==> src/rtl/fetch_pc_sequencer_if.sv <==
// Bundle of the sequencer's redirect, instruction-memory and decode-side signals.
// master = sequencer side, slave = execute/memory/decode environment side.
interface fetch_pc_sequencer_if;
    logic        redirect_valid;
    logic [31:0] redirect_pc;

    logic        imem_req_valid;
    logic        imem_req_ready;
    logic [31:0] imem_addr;
    logic        imem_rsp_valid;
    logic [31:0] imem_rsp_data;

    logic        instr_valid;
    logic        instr_ready;
    logic [31:0] instr;
    logic [31:0] instr_pc;

    logic        misalign_fault;
    logic [31:0] misalign_pc;

    modport master (
        input  redirect_valid, redirect_pc,
        input  imem_req_ready, imem_rsp_valid, imem_rsp_data,
        input  instr_ready,
        output imem_req_valid, imem_addr,
        output instr_valid, instr, instr_pc,
        output misalign_fault, misalign_pc
    );

    modport slave (
        output redirect_valid, redirect_pc,
        output imem_req_ready, imem_rsp_valid, imem_rsp_data,
        output instr_ready,
        input  imem_req_valid, imem_addr,
        input  instr_valid, instr, instr_pc,
        input  misalign_fault, misalign_pc
    );
endinterface

==> src/rtl/fetch_pc_sequencer.sv <==
// Instruction-fetch PC sequencer: one outstanding imem request, redirect/kill handling.
// Define FETCH_MISALIGN_TRAP_EN to trap on redirect targets with bit 1 set.
module fetch_pc_sequencer #(
    parameter logic [31:0] RESET_PC = 32'h0000_0000
) (
    input  logic                  clock_i,
    input  logic                  reset_n_i,
    fetch_pc_sequencer_if.master  bus
);

    typedef enum logic [1:0] {
        S_FETCH,
        S_WAIT,
        S_HOLD,
        S_FAULT
    } state_e;

    state_e      state_q, state_d;
    logic [31:0] fetch_pc_q, fetch_pc_d;
    logic [31:0] target_q, target_d;
    logic        kill_q, kill_d;
    logic [31:0] instr_q, instr_d;
    logic [31:0] instr_pc_q, instr_pc_d;
    logic        req_valid_q, req_valid_d;
    logic        instr_valid_q, instr_valid_d;

    logic [31:0] redir_tgt;
    logic        accept;
    logic        kill_eff;
    logic [31:0] tgt_eff;

`ifdef FETCH_MISALIGN_TRAP_EN
    logic        fault_q, fault_d;
    logic [31:0] fault_pc_q, fault_pc_d;
    logic        redir_trap;

    // Only bit 0 is cleared here; a set bit 1 is reported rather than repaired.
    assign redir_tgt  = bus.redirect_pc & 32'hFFFF_FFFE;
    assign redir_trap = bus.redirect_valid & bus.redirect_pc[1];
`else
    assign redir_tgt  = bus.redirect_pc & 32'hFFFF_FFFC;
`endif

    assign accept   = req_valid_q & bus.imem_req_ready;
    // A redirect arriving in the same cycle as the response also kills it and wins.
    assign kill_eff = kill_q | bus.redirect_valid;
    assign tgt_eff  = bus.redirect_valid ? redir_tgt : target_q;

    // NOTE: every signal gets its default before the case so no path can infer a latch.
    always_comb begin
        state_d    = state_q;
        fetch_pc_d = fetch_pc_q;
        target_d   = target_q;
        kill_d     = kill_q;
        instr_d    = instr_q;
        instr_pc_d = instr_pc_q;
`ifdef FETCH_MISALIGN_TRAP_EN
        fault_d    = fault_q;
        fault_pc_d = fault_pc_q;
`endif

        unique case (state_q)
            S_FETCH: begin
                if (bus.redirect_valid) begin
                    target_d = redir_tgt;
                    kill_d   = 1'b1;
                end
                if (accept) state_d = S_WAIT;
            end
            S_WAIT: begin
                if (bus.redirect_valid) begin
                    target_d = redir_tgt;
                    kill_d   = 1'b1;
                end
                if (bus.imem_rsp_valid) begin
                    if (kill_eff) begin
                        fetch_pc_d = tgt_eff;
                        kill_d     = 1'b0;
                        state_d    = S_FETCH;
                    end else begin
                        instr_d    = bus.imem_rsp_data;
                        instr_pc_d = fetch_pc_q;
                        fetch_pc_d = fetch_pc_q + 32'd4;
                        state_d    = S_HOLD;
                    end
                end
            end
            S_HOLD: begin
                if (bus.redirect_valid) begin
                    fetch_pc_d = redir_tgt;
                    state_d    = S_FETCH;
                end else if (bus.instr_ready) begin
                    state_d    = S_FETCH;
                end
            end
            S_FAULT: begin
            end
            default: state_d = S_FETCH;
        endcase

`ifdef FETCH_MISALIGN_TRAP_EN
        if (redir_trap && (state_q != S_FAULT)) begin
            state_d    = S_FAULT;
            kill_d     = 1'b0;
            fault_d    = 1'b1;
            fault_pc_d = redir_tgt;
        end
`endif

        req_valid_d   = (state_d == S_FETCH);
        instr_valid_d = (state_d == S_HOLD);
    end

    // NOTE: sequential state uses non-blocking assignments so all registers update together.
    always_ff @(posedge clock_i or negedge reset_n_i) begin
        if (!reset_n_i) begin
            state_q       <= S_FETCH;
            fetch_pc_q    <= RESET_PC;
            target_q      <= '0;
            kill_q        <= 1'b0;
            instr_q       <= '0;
            instr_pc_q    <= '0;
            req_valid_q   <= 1'b0;
            instr_valid_q <= 1'b0;
        end else begin
            state_q       <= state_d;
            fetch_pc_q    <= fetch_pc_d;
            target_q      <= target_d;
            kill_q        <= kill_d;
            instr_q       <= instr_d;
            instr_pc_q    <= instr_pc_d;
            req_valid_q   <= req_valid_d;
            instr_valid_q <= instr_valid_d;
        end
    end

`ifdef FETCH_MISALIGN_TRAP_EN
    always_ff @(posedge clock_i or negedge reset_n_i) begin
        if (!reset_n_i) begin
            fault_q    <= 1'b0;
            fault_pc_q <= '0;
        end else begin
            fault_q    <= fault_d;
            fault_pc_q <= fault_pc_d;
        end
    end

    assign bus.misalign_fault = fault_q;
    assign bus.misalign_pc    = fault_pc_q;
`else
    assign bus.misalign_fault = 1'b0;
    assign bus.misalign_pc    = 32'h0000_0000;
`endif

    // fetch_pc_q always holds the presented address, so it drives imem_addr directly.
    assign bus.imem_req_valid = req_valid_q;
    assign bus.imem_addr      = fetch_pc_q;
    assign bus.instr_valid    = instr_valid_q;
    assign bus.instr          = instr_q;
    assign bus.instr_pc       = instr_pc_q;

endmodule

==> src/flat_wrapper.sv <==
// flat-port wrapper written by rule: the top's interface ports become plain ports
module fetch_pc_sequencer_flat 
#(
    parameter logic [31:0] RESET_PC = 32'h0000_0000
)
  (clock_i, reset_n_i, bus_redirect_valid, bus_redirect_pc, bus_imem_req_ready, bus_imem_rsp_valid, bus_imem_rsp_data, bus_instr_ready, bus_imem_req_valid, bus_imem_addr, bus_instr_valid, bus_instr, bus_instr_pc, bus_misalign_fault, bus_misalign_pc);
  fetch_pc_sequencer_if bus_i ();
  input  logic clock_i;
  input  logic reset_n_i;
  input wire logic [$bits(bus_i.redirect_valid)-1:0] bus_redirect_valid;
  input wire logic [$bits(bus_i.redirect_pc)-1:0] bus_redirect_pc;
  input wire logic [$bits(bus_i.imem_req_ready)-1:0] bus_imem_req_ready;
  input wire logic [$bits(bus_i.imem_rsp_valid)-1:0] bus_imem_rsp_valid;
  input wire logic [$bits(bus_i.imem_rsp_data)-1:0] bus_imem_rsp_data;
  input wire logic [$bits(bus_i.instr_ready)-1:0] bus_instr_ready;
  output wire logic [$bits(bus_i.imem_req_valid)-1:0] bus_imem_req_valid;
  output wire logic [$bits(bus_i.imem_addr)-1:0] bus_imem_addr;
  output wire logic [$bits(bus_i.instr_valid)-1:0] bus_instr_valid;
  output wire logic [$bits(bus_i.instr)-1:0] bus_instr;
  output wire logic [$bits(bus_i.instr_pc)-1:0] bus_instr_pc;
  output wire logic [$bits(bus_i.misalign_fault)-1:0] bus_misalign_fault;
  output wire logic [$bits(bus_i.misalign_pc)-1:0] bus_misalign_pc;
  assign bus_i.redirect_valid = bus_redirect_valid;
  assign bus_i.redirect_pc = bus_redirect_pc;
  assign bus_i.imem_req_ready = bus_imem_req_ready;
  assign bus_i.imem_rsp_valid = bus_imem_rsp_valid;
  assign bus_i.imem_rsp_data = bus_imem_rsp_data;
  assign bus_i.instr_ready = bus_instr_ready;
  assign bus_imem_req_valid = bus_i.imem_req_valid;
  assign bus_imem_addr = bus_i.imem_addr;
  assign bus_instr_valid = bus_i.instr_valid;
  assign bus_instr = bus_i.instr;
  assign bus_instr_pc = bus_i.instr_pc;
  assign bus_misalign_fault = bus_i.misalign_fault;
  assign bus_misalign_pc = bus_i.misalign_pc;
  fetch_pc_sequencer #(.RESET_PC(RESET_PC)) u_core (.clock_i(clock_i), .reset_n_i(reset_n_i), .bus(bus_i));
endmodule
==> config.mk <==
export PLATFORM = sky130hd
export DESIGN_NAME = fetch_pc_sequencer_flat
export DESIGN_NICKNAME = d
export VERILOG_FILES = /design/src/rtl/fetch_pc_sequencer_if.sv /design/src/rtl/fetch_pc_sequencer.sv /design/src/flat_wrapper.sv
export SDC_FILE = /design/constraint.sdc
export NUM_CORES = 1
export LEC_CHECK = 0
export CORE_MARGIN = 2
export CORE_UTILIZATION = 51
export DETAILED_ROUTE_END_ITERATION = 8
export PLACE_DENSITY = 0.94
export RECOVER_POWER = 25
export SYNTH_ARGS = -nofsm -noshare
export SYNTH_HDL_FRONTEND = slang
export SYNTH_SLANG_ARGS = --single-unit
==> constraint.sdc <==
create_clock -name clock_i -period 7.1 [get_ports clock_i]
set_input_delay 1.065 -clock clock_i [delete_from_list [all_inputs] [get_ports clock_i]]
set_output_delay 1.065 -clock clock_i [all_outputs]
set_load 0.01 [all_outputs]
Yosys cells after proc, flatten, opt, wreduce, memory -nomap -nowiden
Cells that the tools add are included.
{ "word_totals": {"ff_bits": 133, "latchBits": 0, "ramBits": 0, "romBits": 0, "input_bits": 70, "out_inout_bits": 131, "word_cells": 39, "n_memories": 0} }
{ "op_classes": {"add_sub_neg": 1, "n_mul": 0, "div_mod_pow": 0, "magnitude_cmp": 0, "eq_ne": 5, "shift": 0, "muxes": 15, "bitwise": 3, "n_reduce_logical": 7} }
{ "ops": {"columns": ["operator", "n"], "rows": [
  ["$mux 32", 4],
  ["$pmux 32 s2", 1],
  ["$add 32x3->32 const B", 1],
  ["$mux 2", 5],
  ["$pmux 2 s3", 1],
  ["$reduce_and 3->1", 2],
  ["$eq 2x2->1 const B", 2],
  ["$logic_not 2->1", 2],
  ["$ne 2x2->1 const B", 2],
  ["$reduce_bool 2->1", 2],
  ["$mux 1", 3],
  ["$eq 2x1->1 const B", 1],
  ["$pmux 1 s2", 1],
  ["$reduce_or 2->1", 1],
  ["$and 1x1->1", 1],
  ["$not 1->1", 1],
  ["$or 1x1->1", 1]
]} }

Depth between registers and ports, before layout
{ "logic_depth": {"word_depth": 5, "depth_mapped": 10, "depth_no_buf": 7} }

Worst setup path before layout
No wires, ideal clock.
{ "synth_timing": {"path_kind": "input to register", "startpoint": "input bus_redirect_valid", "endpoint": "register u_core.instr_q[0], in the netlist u_core.bus.instr[0]", "arrival_time_ps": 2327, "required_ps": 6975, "setup_slack_ps": 4648, "path_stages": 4, "path_cell_list": "or2_2 nor2_1 clkbuf_1 mux2_2"} }
{ "synth_between": {"elab_chain_cells": 3} }
{ "synth_lines": {"columns": ["element", "line", "rtl"], "rows": [
  ["start, declared", "flat_wrapper.sv:10", "input wire logic [$bits(bus_i.redirect_valid)-1:0] bus_redirect_valid;"],
  ["$or 1x1->1", "fetch_pc_sequencer.sv:46", "assign kill_eff = kill_q | bus.redirect_valid;"],
  ["$not 1->1 (no line)", null, null],
  ["$reduce_and 3->1 (no line)", null, null],
  ["end signal, assigned", "fetch_pc_sequencer.sv:130", "instr_q <= instr_d;"],
  ["end, declared", "fetch_pc_sequencer.sv:22", "logic [31:0] instr_q, instr_d;"]
]} }
Every way passes these cells.
A chain may end at the register's enable or synchronous reset.

==> flow_summary_export.csv <==
group,metric,value,unit
run_status,status,"finished with violations",
run_status,violations_in_the_final_reports,"capacitance limit, slew limit",
routing,totalWireLength,16.7,mm
pwr,ir_drop_worst_case_vdd,0.000253,V
sta,finalSetupViolCount,0,
routing,ant_nets,0,
cts,cts_inserted_buffers,17,
floorplan,rows,41,
grt,globalRoute.totalOverflow,0,
sta,worst_pin_slew,3.19,ns
final_layout,n_antenna_cell,0,
setup_path,crit_path_start_kind,"input pin",
routing,drt_iter0_markers,417,
sta,fin_crit,4.82,ns
pwr,power.share.switching,34.6,%
cts,cts.sinks,133,
pwr,power_density,448,nW/um^2
setup_path,crit_arrival,4.99,ns
yosys,synth_warnings,0,
grt,first_pass_grt_wire_length,26.6,mm
setup_path,worst_ep_required_time,7.27,ns
placement,worst_slack_after_detailed_placement,2.64,ns
final_layout,syn_to_final_growth,34.4,%
final_layout,final_layout_size_suffix_gt1_share,17.3,%
routing,drt-wirelength-per-cell,17.6,um
routing,routed_via_density,5.65,
yosys,fraction_of_registers_with_async_set_reset,100,%
yosys,avgSynthCellArea,10.8,um^2
min_path,hp-class,"reg -> reg",
floorplan,design.portCount,201,
placement,globalplace.congestion,0.883,
setup_path,critical_path.max_stage_delay,2.22,ns
yosys,postSynth.topFlopCell,"dfrtp_1",
yosys,synth-edff-count,0,
yosys,synth_seq_cells,133,
grt,globalRouteTotalUtil,25.5,%
floorplan,die_height,117,um
setup_path,crit_type,"in -> async",
setup_path,worst-path-buf-inv,2,
pwr,pwr-share-comb,42.0,%
yosys,mappedNetlistArea,6530,um^2
cts,clkLatencyLatePin,0.42,ns
setup_path,reg2reg_slack,4.06,ns
flow_run,maxCapViolCount,3,
setup_path,slowest_library_cell_on_the_worst_path,"clkbuf_1",
placement,dp.final_hpwl,11.1,mm
setup_path,crit_path_cell_trace,"clkbuf_1, clkbuf_2",
pwr,power_leakage,3.71,nW
cts,clock-root-buffer,"clkbuf_16",
sta,setup-tns-final,0,ns
cts,post_cts.resized_instances,0,
cts,path_clk_slew,0.05,ns
sta,fin_ws,2.28,ns
floorplan,core_area,12600,um^2
cts,cts_hold_buffers,0,
grt,initial_antenna_violation_count,0,
cts,clock_tree_from_tritoncts,"built",
final_layout,post_layout_nets,839,
yosys,synth.lib_cells_used.distinct,60,
pwr,internal-power,2.57,mW
floorplan,initial_utilization,51.9,%
cts,post_cts_setup_repair_buffer_count,0,
cts,clock_tree.htree_level_count,4,
sta,final_min_period_over_clock_period,68.0,%
pwr,switchingPower,1.36,mW
yosys,synth_top_area_cell,"dfrtp_1",
routing,drc,0,
yosys,synth_cells,607,
sta,achievable-frequency,207,MHz
yosys,yosys-top-cells-area,"dfrtp_1 (51%), mux2_2 (15%), buf_4 (3.8%)",
setup_path,cp_delay_by_family_top,"buffers and inverters",
cts,max-clock-path-buffers,2,
sta,finalClockSkew,0.0101,ns
pwr,power.clock.fraction,22.2,%
sta,rsz0062_at_grt,"false",
sta,finalMaxSlewViolations,171,
floorplan,die_x,117,um
setup_path,endpoint_kind,"asynchronous set/reset pin",
placement,buffer_ports.inserted,165,
pwr,seq_power_share,35.8,%
yosys,synthDominantCellAreaShare,51.0,%
grt,first_global_vias,5346,
routing,routed-via-count,5354,
routing,detailedRoute.firstPassIterationCount,5,
yosys,synth.yosys.seq_area_share,51.0,%
sta,finalHoldViolations,0,
setup_path,critPathMaxFanout,75,
floorplan,die_area,13700,um^2
sta,max_slew_margin,-113,%
grt,grt_max_degree,76,
final_layout,fill_cells,914,
[worst min-delay path: cells and delay by family, from the launching register on]
| family | cells | cell delay (ns) |
|---|---|---|
| DFF | 1 | 0.34 |
| AOI/OAI and AO/OA | 1 | 0.06 |
| and+or+nand+nor | 1 | 0.05 |
[final timing paths]
| check | cells past startpoint | endpoint | start |
|---|---|---|---|
| worst max-delay path | 2 | u_core.bus.instr_pc[17] | reset_n_i |
| worst min-delay path | 2 | u_core.bus.instr_pc[6] | u_core.bus.instr_pc[6] |
| worst max register to register | 4 | u_core.bus.instr_valid | u_core.kill_q |
| worst min register to register | 2 | u_core.bus.instr_pc[6] | u_core.bus.instr_pc[6] |
| max in group clock_i | 5 | u_core.bus.instr_valid | bus_redirect_valid |
| min in group asynchronous | 1 | u_core.bus.instr[5] | reset_n_i |
[cell type report]
type / instances / area [um^2] / area share, %
Timing Repair Buffer: 171 / 1680 / 19.2
Multi-Input combinational cell: 430 / 2910 / 33.2
Tap cell: 172 / 215 / 2.45
Clock inverter: 3 / 65.1 / 0.742
Clock buffer: 27 / 523 / 5.96
Sequential cell: 133 / 3330 / 38.0
Inverter: 11 / 41.3 / 0.471
[flip-flops by register name, summed over array words and instances, names as in the netlist]
name / cells
u_core.kill_q: 1
u_core.bus.imem_addr: 32
u_core.bus.imem_req_valid: 1
u_core.target_q: 32
u_core.bus.instr_valid: 1
u_core.state_q: 2
u_core.bus.instr: 32
u_core.bus.instr_pc: 32
[Yosys cell counts, types with 2 or more instances]
master,n
or2_2,6
o21ai_0,38
o31ai_1,2
a21oi_1,29
and3_1,8
or3_1,2
clkbuf_1,27
nor2b_1,2
nand4_1,5
o22ai_1,4
ha_1,5
mux2_2,89
xor2_1,7
buf_4,33
mux2i_1,6
nor2_1,24
or4_1,3
a221o_1,2
inv_1,10
o21a_1,3
xnor2_1,4
nor4_1,8
o211ai_1,8
nor3_1,8
o311ai_0,4
nand3_1,31
dfrtp_1,133
a31oi_1,4
a211oi_1,3
nand3b_1,4
nand2_1,58
nand2b_1,3
buf_1,3
a22o_1,3
and2_1,3
[power groups by stage]
stage | logic [mW] | registers, mW | clock network [mW]
global placement | 1.59 | 1.39 | 0
global route | 1.80 | 1.46 | 0.915
floorplan | 0.795 | 1.46 | 0
finish | 1.65 | 1.41 | 0.873
CTS | 1.65 | 1.40 | 0.885
detailed placement | 1.63 | 1.41 | 0
[metal layers]
layer / up-vias / share of wire (%) / global-route usage [%]
met3: 30 / 9.2 / 8.91
li1: 2430 / - / -
met2: 281 / 48 / 40.9
met1: 2613 / 41 / 31.5
met4: 0 / 2.0 / 11.0
met5: - / 0 / 0
[placed cells by master, fill, tap and decap left out, drive strengths merged, types with 4 or more instances in the layout]
| cell type | n |
|---|---|
| a21oi | 29 |
| a31oi | 4 |
| and3 | 8 |
| buf | 4 |
| clkbuf | 30 |
| clkdlybuf4s50 | 164 |
| conb | 33 |
| dfrtp | 133 |
| ha | 5 |
| inv | 11 |
| mux2 | 89 |
| mux2i | 6 |
| nand2 | 58 |
| nand3 | 31 |
| nand3b | 4 |
| nand4 | 6 |
| nor2 | 24 |
| nor3 | 8 |
| nor4 | 8 |
| o211ai | 8 |
| o21ai | 39 |
| o22ai | 4 |
| o311ai | 4 |
| or2 | 7 |
| or4 | 4 |
| xnor2 | 4 |
| xor2 | 7 |
[stage by stage]
step	hold slack [ns]	std cells	power, mW	utilization, %	cell area, um^2
4_1_cts	0.483	947	3.94	69.9	8780
3_3_place_gp	0.464	917	2.97	65.2	8190
2_1_floorplan	0.449	639	2.25	-	6650
6_report	0.483	947	3.93	69.8	8770
3_5_place_dp	0.471	917	3.04	65.2	8190
5_1_grt	0.506	947	4.17	69.8	8770
[logic make-up after synthesis]
group	count (synthesis)	synth area share [%]
buffers and inverters	76	6.40
other	1	0.0575
AO/OA/AOI/OAI	115	10.9
adder cells (fa/ha/maj)	5	0.959
flip-flops	133	51.0
multiplexers	95	16.3
AND/OR/NAND/NOR	171	12.9
XOR/XNOR	11	1.48
Note: power is estimated with default switching activity, not from simulation.
